**src/rtl/multicycle_ctrl_if.sv**
```systemverilog
// multicycle_ctrl_if: control bundle between the multi-cycle sequencer and the
// RV32 datapath / unified memory port.
//   master (controller): takes opcode, zero, mem_ready; drives all enables,
//                        mux selects, debug state, halted/illegal and the
//                        retired-instruction count.
//   slave  (datapath)  : the mirror image.
interface multicycle_ctrl_if #(
  parameter int unsigned CNT_W = 32
);
  logic [6:0]       opcode;
  logic             zero;
  logic             mem_ready;
  logic             pc_write;
  logic             pc_src;
  logic             ir_write;
  logic             iord;
  logic             mem_read;
  logic             mem_write;
  logic             reg_write;
  logic [1:0]       wb_sel;
  logic [1:0]       alu_src_a;
  logic [1:0]       alu_src_b;
  logic [1:0]       alu_op;
  logic [2:0]       state;
  logic             halted;
  logic             illegal;
  logic [CNT_W-1:0] instr_count;

  modport master (
    input  opcode, zero, mem_ready,
    output pc_write, pc_src, ir_write, iord, mem_read, mem_write, reg_write,
           wb_sel, alu_src_a, alu_src_b, alu_op, state, halted, illegal,
           instr_count
  );

  modport slave (
    output opcode, zero, mem_ready,
    input  pc_write, pc_src, ir_write, iord, mem_read, mem_write, reg_write,
           wb_sel, alu_src_a, alu_src_b, alu_op, state, halted, illegal,
           instr_count
  );
endinterface

```
**src/rtl/multicycle_ctrl.sv**
```systemverilog
// multicycle_ctrl: multi-cycle sequencer for the RV32 datapath. One unified
// memory port is shared by instruction fetch and load/store; access states
// stretch while mem_ready is low. Counts retired instructions and halts on
// SYSTEM or unrecognised opcodes.
//   clk  : rising-edge clock
//   rst  : asynchronous active-low reset
//   bus  : multicycle_ctrl_if.master (opcode/zero/mem_ready in; enables,
//          selects, state, halted, illegal, instr_count out)
module multicycle_ctrl #(
  parameter int unsigned CNT_W = 32
) (
  input  logic               clk,
  input  logic               rst,
  multicycle_ctrl_if.master  bus
);

  typedef enum logic [2:0] {
    S_FETCH  = 3'd0,
    S_DECODE = 3'd1,
    S_EXEC   = 3'd2,
    S_MEM    = 3'd3,
    S_WB     = 3'd4,
    S_HALT   = 3'd5
  } state_t;

  localparam logic [6:0] OP_R   = 7'b0110011;
  localparam logic [6:0] OP_I   = 7'b0010011;
  localparam logic [6:0] OP_LW  = 7'b0000011;
  localparam logic [6:0] OP_SW  = 7'b0100011;
  localparam logic [6:0] OP_BEQ = 7'b1100011;
  localparam logic [6:0] OP_JAL = 7'b1101111;
  localparam logic [6:0] OP_LUI = 7'b0110111;
  localparam logic [6:0] OP_SYS = 7'b1110011;

  state_t           r_state;
  logic             r_illegal;
  logic [CNT_W-1:0] r_cnt;

  state_t     w_next;
  logic       w_set_illegal;
  logic       w_retire;
  logic       w_pc_write;
  logic       w_pc_src;
  logic       w_ir_write;
  logic       w_iord;
  logic       w_mem_read;
  logic       w_mem_write;
  logic       w_reg_write;
  logic [1:0] w_wb_sel;
  logic [1:0] w_alu_a;
  logic [1:0] w_alu_b;
  logic [1:0] w_alu_op;
  logic       w_halted;

  always_comb begin
    w_next        = r_state;
    w_set_illegal = 1'b0;
    w_pc_write    = 1'b0;
    w_pc_src      = 1'b0;
    w_ir_write    = 1'b0;
    w_iord        = 1'b0;
    w_mem_read    = 1'b0;
    w_mem_write   = 1'b0;
    w_reg_write   = 1'b0;
    w_wb_sel      = 2'd0;
    w_alu_a       = 2'd0;
    w_alu_b       = 2'd0;
    w_alu_op      = 2'd0;
    w_halted      = 1'b0;

    case (r_state)
      S_FETCH: begin
        // ALU computes PC+4 while the instruction is read.
        w_mem_read = 1'b1;
        w_alu_b    = 2'd1;
        if (bus.mem_ready) begin
          w_ir_write = 1'b1;
          w_pc_write = 1'b1;
          w_next     = S_DECODE;
        end
      end

      S_DECODE: begin
        // OldPC + imm lands in ALUOut as the branch/jump target.
        w_alu_a = 2'd2;
        w_alu_b = 2'd2;
        case (bus.opcode)
          OP_R, OP_I, OP_LW, OP_SW, OP_BEQ, OP_JAL, OP_LUI: w_next = S_EXEC;
          OP_SYS:  w_next = S_HALT;
          default: begin
            w_next        = S_HALT;
            w_set_illegal = 1'b1;
          end
        endcase
      end

      S_EXEC: begin
        w_next = S_FETCH;
        case (bus.opcode)
          OP_R: begin
            w_alu_a = 2'd1; w_alu_b = 2'd0; w_alu_op = 2'b10;
            w_next  = S_WB;
          end
          OP_I: begin
            w_alu_a = 2'd1; w_alu_b = 2'd2; w_alu_op = 2'b10;
            w_next  = S_WB;
          end
          OP_LW, OP_SW: begin
            w_alu_a = 2'd1; w_alu_b = 2'd2; w_alu_op = 2'b00;
            w_next  = S_MEM;
          end
          OP_LUI: begin
            w_alu_a = 2'd3; w_alu_b = 2'd2; w_alu_op = 2'b00;
            w_next  = S_WB;
          end
          OP_BEQ: begin
            w_alu_a    = 2'd1; w_alu_b = 2'd0; w_alu_op = 2'b01;
            w_pc_src   = 1'b1;
            w_pc_write = bus.zero;
          end
          OP_JAL: begin
            // PC still holds PC+4 before this edge: that is the link value.
            w_pc_src    = 1'b1;
            w_pc_write  = 1'b1;
            w_reg_write = 1'b1;
            w_wb_sel    = 2'd2;
          end
          default: ;
        endcase
      end

      S_MEM: begin
        w_iord      = 1'b1;
        w_mem_read  = (bus.opcode == OP_LW);
        w_mem_write = (bus.opcode == OP_SW);
        if (bus.mem_ready) begin
          w_next = (bus.opcode == OP_LW) ? S_WB : S_FETCH;
        end
      end

      S_WB: begin
        w_reg_write = 1'b1;
        w_wb_sel    = (bus.opcode == OP_LW) ? 2'd1 : 2'd0;
        w_next      = S_FETCH;
      end

      S_HALT: begin
        w_halted = 1'b1;
      end

      default: w_next = S_FETCH;
    endcase
  end

  assign w_retire = (w_next == S_FETCH) &&
                    ((r_state == S_EXEC) || (r_state == S_MEM) || (r_state == S_WB));

  always_ff @(posedge clk or negedge rst) begin
    if (!rst) begin
      r_state   <= S_FETCH;
      r_illegal <= 1'b0;
      r_cnt     <= '0;
    end else begin
      r_state <= w_next;
      if (w_set_illegal) r_illegal <= 1'b1;
      if (w_retire)      r_cnt     <= r_cnt + CNT_W'(1);
    end
  end

  // Strobes are gated by reset so an aborted access or write-back cannot
  // commit while rst is low.
  assign bus.pc_write    = w_pc_write  & rst;
  assign bus.ir_write    = w_ir_write  & rst;
  assign bus.mem_read    = w_mem_read  & rst;
  assign bus.mem_write   = w_mem_write & rst;
  assign bus.reg_write   = w_reg_write & rst;
  assign bus.pc_src      = w_pc_src;
  assign bus.iord        = w_iord;
  assign bus.wb_sel      = w_wb_sel;
  assign bus.alu_src_a   = w_alu_a;
  assign bus.alu_src_b   = w_alu_b;
  assign bus.alu_op      = w_alu_op;
  assign bus.state       = r_state;
  assign bus.halted      = w_halted;
  assign bus.illegal     = r_illegal;
  assign bus.instr_count = r_cnt;

endmodule

```
**src/flat_wrapper.sv**
```systemverilog
// flat-port wrapper written by rule: the top's interface ports become plain ports
module multicycle_ctrl_flat 
#(
  parameter int unsigned CNT_W = 32
)
  (clk, rst, bus_opcode, bus_zero, bus_mem_ready, bus_pc_write, bus_pc_src, bus_ir_write, bus_iord, bus_mem_read, bus_mem_write, bus_reg_write, bus_wb_sel, bus_alu_src_a, bus_alu_src_b, bus_alu_op, bus_state, bus_halted, bus_illegal, bus_instr_count);
  multicycle_ctrl_if #(.CNT_W(CNT_W)) bus_i ();
  input  logic clk;
  input  logic rst;
  input wire logic [$bits(bus_i.opcode)-1:0] bus_opcode;
  input wire logic [$bits(bus_i.zero)-1:0] bus_zero;
  input wire logic [$bits(bus_i.mem_ready)-1:0] bus_mem_ready;
  output wire logic [$bits(bus_i.pc_write)-1:0] bus_pc_write;
  output wire logic [$bits(bus_i.pc_src)-1:0] bus_pc_src;
  output wire logic [$bits(bus_i.ir_write)-1:0] bus_ir_write;
  output wire logic [$bits(bus_i.iord)-1:0] bus_iord;
  output wire logic [$bits(bus_i.mem_read)-1:0] bus_mem_read;
  output wire logic [$bits(bus_i.mem_write)-1:0] bus_mem_write;
  output wire logic [$bits(bus_i.reg_write)-1:0] bus_reg_write;
  output wire logic [$bits(bus_i.wb_sel)-1:0] bus_wb_sel;
  output wire logic [$bits(bus_i.alu_src_a)-1:0] bus_alu_src_a;
  output wire logic [$bits(bus_i.alu_src_b)-1:0] bus_alu_src_b;
  output wire logic [$bits(bus_i.alu_op)-1:0] bus_alu_op;
  output wire logic [$bits(bus_i.state)-1:0] bus_state;
  output wire logic [$bits(bus_i.halted)-1:0] bus_halted;
  output wire logic [$bits(bus_i.illegal)-1:0] bus_illegal;
  output wire logic [$bits(bus_i.instr_count)-1:0] bus_instr_count;
  assign bus_i.opcode = bus_opcode;
  assign bus_i.zero = bus_zero;
  assign bus_i.mem_ready = bus_mem_ready;
  assign bus_pc_write = bus_i.pc_write;
  assign bus_pc_src = bus_i.pc_src;
  assign bus_ir_write = bus_i.ir_write;
  assign bus_iord = bus_i.iord;
  assign bus_mem_read = bus_i.mem_read;
  assign bus_mem_write = bus_i.mem_write;
  assign bus_reg_write = bus_i.reg_write;
  assign bus_wb_sel = bus_i.wb_sel;
  assign bus_alu_src_a = bus_i.alu_src_a;
  assign bus_alu_src_b = bus_i.alu_src_b;
  assign bus_alu_op = bus_i.alu_op;
  assign bus_state = bus_i.state;
  assign bus_halted = bus_i.halted;
  assign bus_illegal = bus_i.illegal;
  assign bus_instr_count = bus_i.instr_count;
  multicycle_ctrl #(.CNT_W(CNT_W)) u_core (.clk(clk), .rst(rst), .bus(bus_i));
endmodule
```
**config.mk**
```make
export PLATFORM = sky130hd
export DESIGN_NAME = multicycle_ctrl_flat
export DESIGN_NICKNAME = d
export VERILOG_FILES = /design/src/rtl/multicycle_ctrl_if.sv /design/src/rtl/multicycle_ctrl.sv /design/src/flat_wrapper.sv
export SDC_FILE = /design/constraint.sdc
export NUM_CORES = 1
export LEC_CHECK = 0
export BUFFER_PORTS_ARGS = -buffer_cell sky130_fd_sc_hd__buf_4
export CORE_MARGIN = 8
export CORE_UTILIZATION = 50
export DETAILED_ROUTE_END_ITERATION = 16
export GPL_TIMING_DRIVEN = 1
export PLACE_DENSITY_LB_ADDON = 0.2
export SYNTH_ARGS = -nofsm -noshare
export SYNTH_HDL_FRONTEND = slang
export SYNTH_SLANG_ARGS = --single-unit
```
**constraint.sdc**
```tcl
create_clock -name clk -period 2.77 [get_ports clk]
set_clock_uncertainty 0.1 [all_clocks]
set_input_delay 0.277 -clock clk [delete_from_list [all_inputs] [get_ports clk]]
set_output_delay 0.277 -clock clk [all_outputs]
set_load 0.02 [all_outputs]
```
* Word-level counts from Yosys, hierarchy flattened
Cells that the tools add are included.
** Word-level totals
- Bits in registers :: 36
- Input bits :: 11
- Output and inout port bits :: 52
- Logic and storage cells :: 64
** Operators by class
- Add/subtract/negate cells :: 1
- Eq/ne operators :: 13
- Mux-type cells :: 29
- Bitwise logic cells :: 5
- Reduce and logical (&&, ||, !) cells :: 13
** Operator list (number)
- $add A32 B1 Y32 const B :: 1
- $eq A7 B6 Y1 const B :: 3
- $eq A7 B7 Y1 const B :: 3
- $pmux W2 S2 :: 4
- $pmux W3 S5 :: 1
- $mux W3 :: 4
- $mux W1 :: 11
- $pmux W1 S2 :: 4
- $reduce_or A8 Y1 :: 1
- $eq A7 B2 Y1 const B :: 1
- $eq A7 B5 Y1 const B :: 1
- $reduce_or A7 Y1 :: 1
- $eq A3 B2 Y1 const B :: 2
- $eq A3 B3 Y1 const B :: 2
- $logic_not A3 Y1 :: 2
- $mux W2 :: 3
- $pmux W2 S3 :: 1
- $pmux W3 S2 :: 1
- $reduce_or A2 Y1 :: 3
- $and A1 B1 Y1 :: 5
- $reduce_or A5 Y1 :: 1
- $reduce_or A4 Y1 :: 1
- $eq A3 B1 Y1 const B :: 1
- $reduce_or A3 Y1 :: 1
- other kinds (2) :: 3

* Logic depth before layout (Yosys ltp)
- Depth after elaboration :: 6
- Gate-level depth with buffers :: 8
- Depth with buffers taken out :: 7

* Worst setup path after synthesis
OpenSTA, ideal clock, no wires.
- Kind :: register -> output
- Start point :: register u_core.r_state[1], in the netlist u_core.bus.state[1]
- End point :: output port bus_pc_write
- Data arrival time :: 2529 ps
- Required time :: 2393 ps
- Path slack :: -136 ps
- Stages on the path, launching flop included :: 7
- Path buffers :: 1
- Cells stage by stage :: dfrtp_1 > buf_2 > nor2b_1 > nand4_1 > nor3_1 > a221oi_1 > nor4b_1
** Between the ends
- Cells in the longest elaborated chain, start to end :: 3
- Elaborated cells on any way between the ends :: 4
- Classes of those cells :: eq/ne: 1; mux: 1; bitwise: 1; reduce/logical: 1
** RTL lines
- start: declaration :: RTL line multicycle_ctrl.sv:35 : state_t r_state;
- start signal: assignment :: RTL line multicycle_ctrl.sv:164 : r_state <= w_next;
- $eq A3 B2 Y1 or $logic_not A3 Y1 (tied branches) :: RTL line multicycle_ctrl.sv:71 : case (r_state)
- $pmux W1 S2 (*) :: RTL line multicycle_ctrl.sv:71
- $and A1 B1 Y1 (*) :: RTL line multicycle_ctrl.sv:172 : assign bus.pc_write = w_pc_write & rst;
- end: declaration :: RTL line flat_wrapper.sv:13 : output wire logic [$bits(bus_i.pc_write)-1:0] bus_pc_write;
Mark *: on every way between the ends. The rest lies on a longest branch, timed or not.

* Worst setup path in the final report
- Start point :: register u_core.r_state[0], in the netlist u_core.bus.state[0]
- End point :: output port bus_pc_write
Same word-level chain as after synthesis.

==> results by group <==
Drt
  • Routed WL: roughly 5.2 mm
  • Drt pass-1 iters: 4
  • Vias: a little under 2k
  • # DRC: 0
  • Wire per inst: 15.48 microns
  • Avg Vias per Cell: 5.683
  • Routed Antenna Nets: 0
  • Starting DRT DRC Count: 94

GRT
  • Met3 Track Usage GR: 5.469%
  • Met2 Use GR: 28.07%
  • Vias in the first global route: 1875
  • Total GRT Usage: between 10% and 20%
  • Largest net degree at the start of global routing: 28
  • First-pass GRT wire length: 8.901 mm
  • Met1 GRT Util: 20.12%
  • Grt total ovfl: 0
  • GRT Max-Usage Layer: met2
  • Initial antenna violation count: 0

Setup path
  • RR Endpoint: u_core.bus.instr_count[29]
  • FF-to-FF setup slack: 0.28 ns
  • CP Cell Sequence: nor2b_1 > nand4_1 > nor3_1 > a221oi_1 > nor4b_2 > buf_4
  • WP data arrival: 2.13 ns
  • Slowest CP cell: dfrtp_1
  • Reg-to-Reg Start: u_core.bus.state[2]
  • R2R cell count: 5
  • Critical Path Start Type: flop
  • Critical Path Fanout Max: 12
  • Req. time, crit path: 2.39 ns
  • Delay of the slowest critical-path stage: 0.55 ns
  • Worst setup EP type: output port
  • Crit Path Class: reg2out

Clocking
  • Clk_lat worst skew: 0.28 ns
  • Setup Buffers After CTS: 0
  • TritonCTS clock tree: built
  • Root buf cell: clkbuf_8
  • # H-tree levels: 2
  • Clock sink count: 36
  • Total CTS buffers: 5
  • Clk buf depth: 2
  • Clock-pin slew on the worst setup and hold paths: 0.07 ns

Worst hold path
  • Hold EP: u_core.bus.state[0]
  • Critical hold path startpoint: bus_mem_ready
  • Hold WC Path Type: in2reg
  • Hold Crit Depth: 3

Floorplan
  • Core area: 4000 sq um
  • Die width: 80.65 microns
  • Die height: just over 80 microns
  • Die area: 6504 sq um
  • Starting Density: 52.24%
  • Ports: 63
  • # rows: 23

Synth
  • Top area cells in the synthesized netlist: dfrtp_1, xor2_1, nor3_1
  • Synth top area share: a little over two fifths
  • Top_reg_cell synth: dfrtp_1
  • Synth top cells by count: dfrtp_1, xor2_1, nor3_1, nand2_1, nand3_1
  • Post-synth EDFFs: 0
  • Yosys warns: 0
  • Unique masters post-synth: 42
  • Register area share after synthesis: 43.11%
  • Most common cell in the netlist: dfrtp_1
  • Cells after synthesis: 222
  • Area leader, netlist: dfrtp_1
  • Synthesized net count: 234
  • Post-Syn Area: 2090 sq um
  • Mean Syn Cell Area: 9.412 sq um
  • Async SR Flop Fraction: 100.0%
  • Synth Register Bits: 36

Pwr
  • Total chip power: 1621 uW
  • Power Dens Cells: approximately 600 nW/um^2
  • Worst vdd ir: ~0.00028 V
  • Leak: 0.0009990 uW

STA
  • Relative slew slack: 53.50%
  • RSZ-0062 raised after global routing: false
  • Post-route clock period utilization: 90.60%
  • # setup viols final: 0
  • Fin Setup TNS: 0 ns
  • Worst Tran Pin Value: 0.6928 ns
  • Period minus WS final: 2.510 ns
  • Fin. Hold Viols: 0
  • Final Max Slew Viols: 0
  • FMAX: 398.4 MHz

Placed design
  • DPL Wire Length: 3.930 mm
  • Area after DPL: 2615 sq um
  • Buffers on Ports: 62
  • Routability Congestion: 0.8714

Layout
  • Antenna Cells: 0
  • Final core occ: between 60% and 70%
  • Layout cells sized above 1: between 20% and 30%
  • Fin nets: 299
  • Area Overhead vs Synth: 29.88%
  • Design area: around 2700 sq um

Job
  • # Max-Cap Violations: 0

Run status
  • Status: finished, final reports clean
[sequential cells by signal (all words and copies together), names as in the netlist]
register	flops
u_core.bus.instr_count	32
u_core.bus.state	3
u_core.bus.illegal	1
[cell type report]
cell class	instances	area, sq um
fillers	337	1286
multi-input cells	164	1104
flip-flops and latches	36	902.1
repair buffers	68	513.0
clock buffers	5	68.82
well taps	50	62.56
inverters	12	45.04
clock inverters	3	18.77
[through the flow]
stage	std cells	setup WS, ns	hold WS (ns)
CTS	338	0.1536	0.2186
floorplan	222	0.1157	-0.1186
detailed placement	329	0.3019	0.04046
global placement	329	0.3573	0.03489
finish	338	0.2603	0.2280
global route	338	0.02459	0.2797
[layout by cell type, fill, tap and decap left out, types with 2 or more instances in the layout]
master,Yosys,layout
nor2_1,10,10
o21a_1,2,2
clkinv_2,0,2
a21oi_1,4,4
nand4_1,6,6
o211ai_1,2,2
nor4bb_1,2,2
nor4_1,11,11
nor4_2,3,3
buf_4,0,67
xnor2_1,7,7
or4_1,4,4
nand2_1,16,16
inv_1,12,12
nor3_1,20,20
nand2b_1,4,4
nand3_1,14,14
xor2_1,25,25
dfrtp_1,36,35
clkbuf_8,0,5
and4_1,4,4
and3_1,3,3
or2_2,2,2
o21ai_0,3,3
nor2b_1,3,3
[where the power goes]
group / leakage, uW / internal [uW] / switching [uW]
combinational: 0.000593 / 230 / 351
clock: 0.0000479 / 175 / 188
sequential: 0.000358 / 573 / 105
total: 0.000999 / 978 / 643
[worst max-delay path: cells and delay by family (launching register included)]
family	cells	cell delay [ns]
flops	1	0.55
simple gates	4	0.97
compound gates	1	0.15
buf+inv	1	0.18
[metal layers]
metal	share of wire, %	routed length, microns
met1	42	2218
met2	49	2549
met3	7.5	392
met4	1.4	72
met5	0	0
[logic make-up after synthesis]
family          after synthesis  share of synthesized area [%]
mux                           1                         0.5389
compound gates               21                          6.827
xor+xnor                     32                          13.41
simple gates                109                          31.14
buf+inv                      22                          4.371
fa+ha+maj                     1                         0.5987
flops                        36                          43.11
[repair_timing]
item,in CTS,in global routing
gates resized for setup,0,1
endpoints found under the hold margin,9,0
endpoints found under the setup margin,0,1
hold buffers,1,0
[how the worst max path moves through the flow]
stage                        startpoint                         to  slack [ns]  depth (start not counted)
floorplan           u_core.bus.state[1]               bus_pc_write        0.12                          6
global route        u_core.bus.state[0]               bus_pc_write        0.02                          6
finish              u_core.bus.state[0]               bus_pc_write        0.26                          6
detailed placement  u_core.bus.state[2]  u_core.bus.instr_count[1]        0.30                          8
global placement    u_core.bus.state[2]  u_core.bus.instr_count[1]        0.36                          8
CTS                 u_core.bus.state[1]               bus_pc_write        0.15                          6
Note: power is estimated with default switching activity, not from simulation.
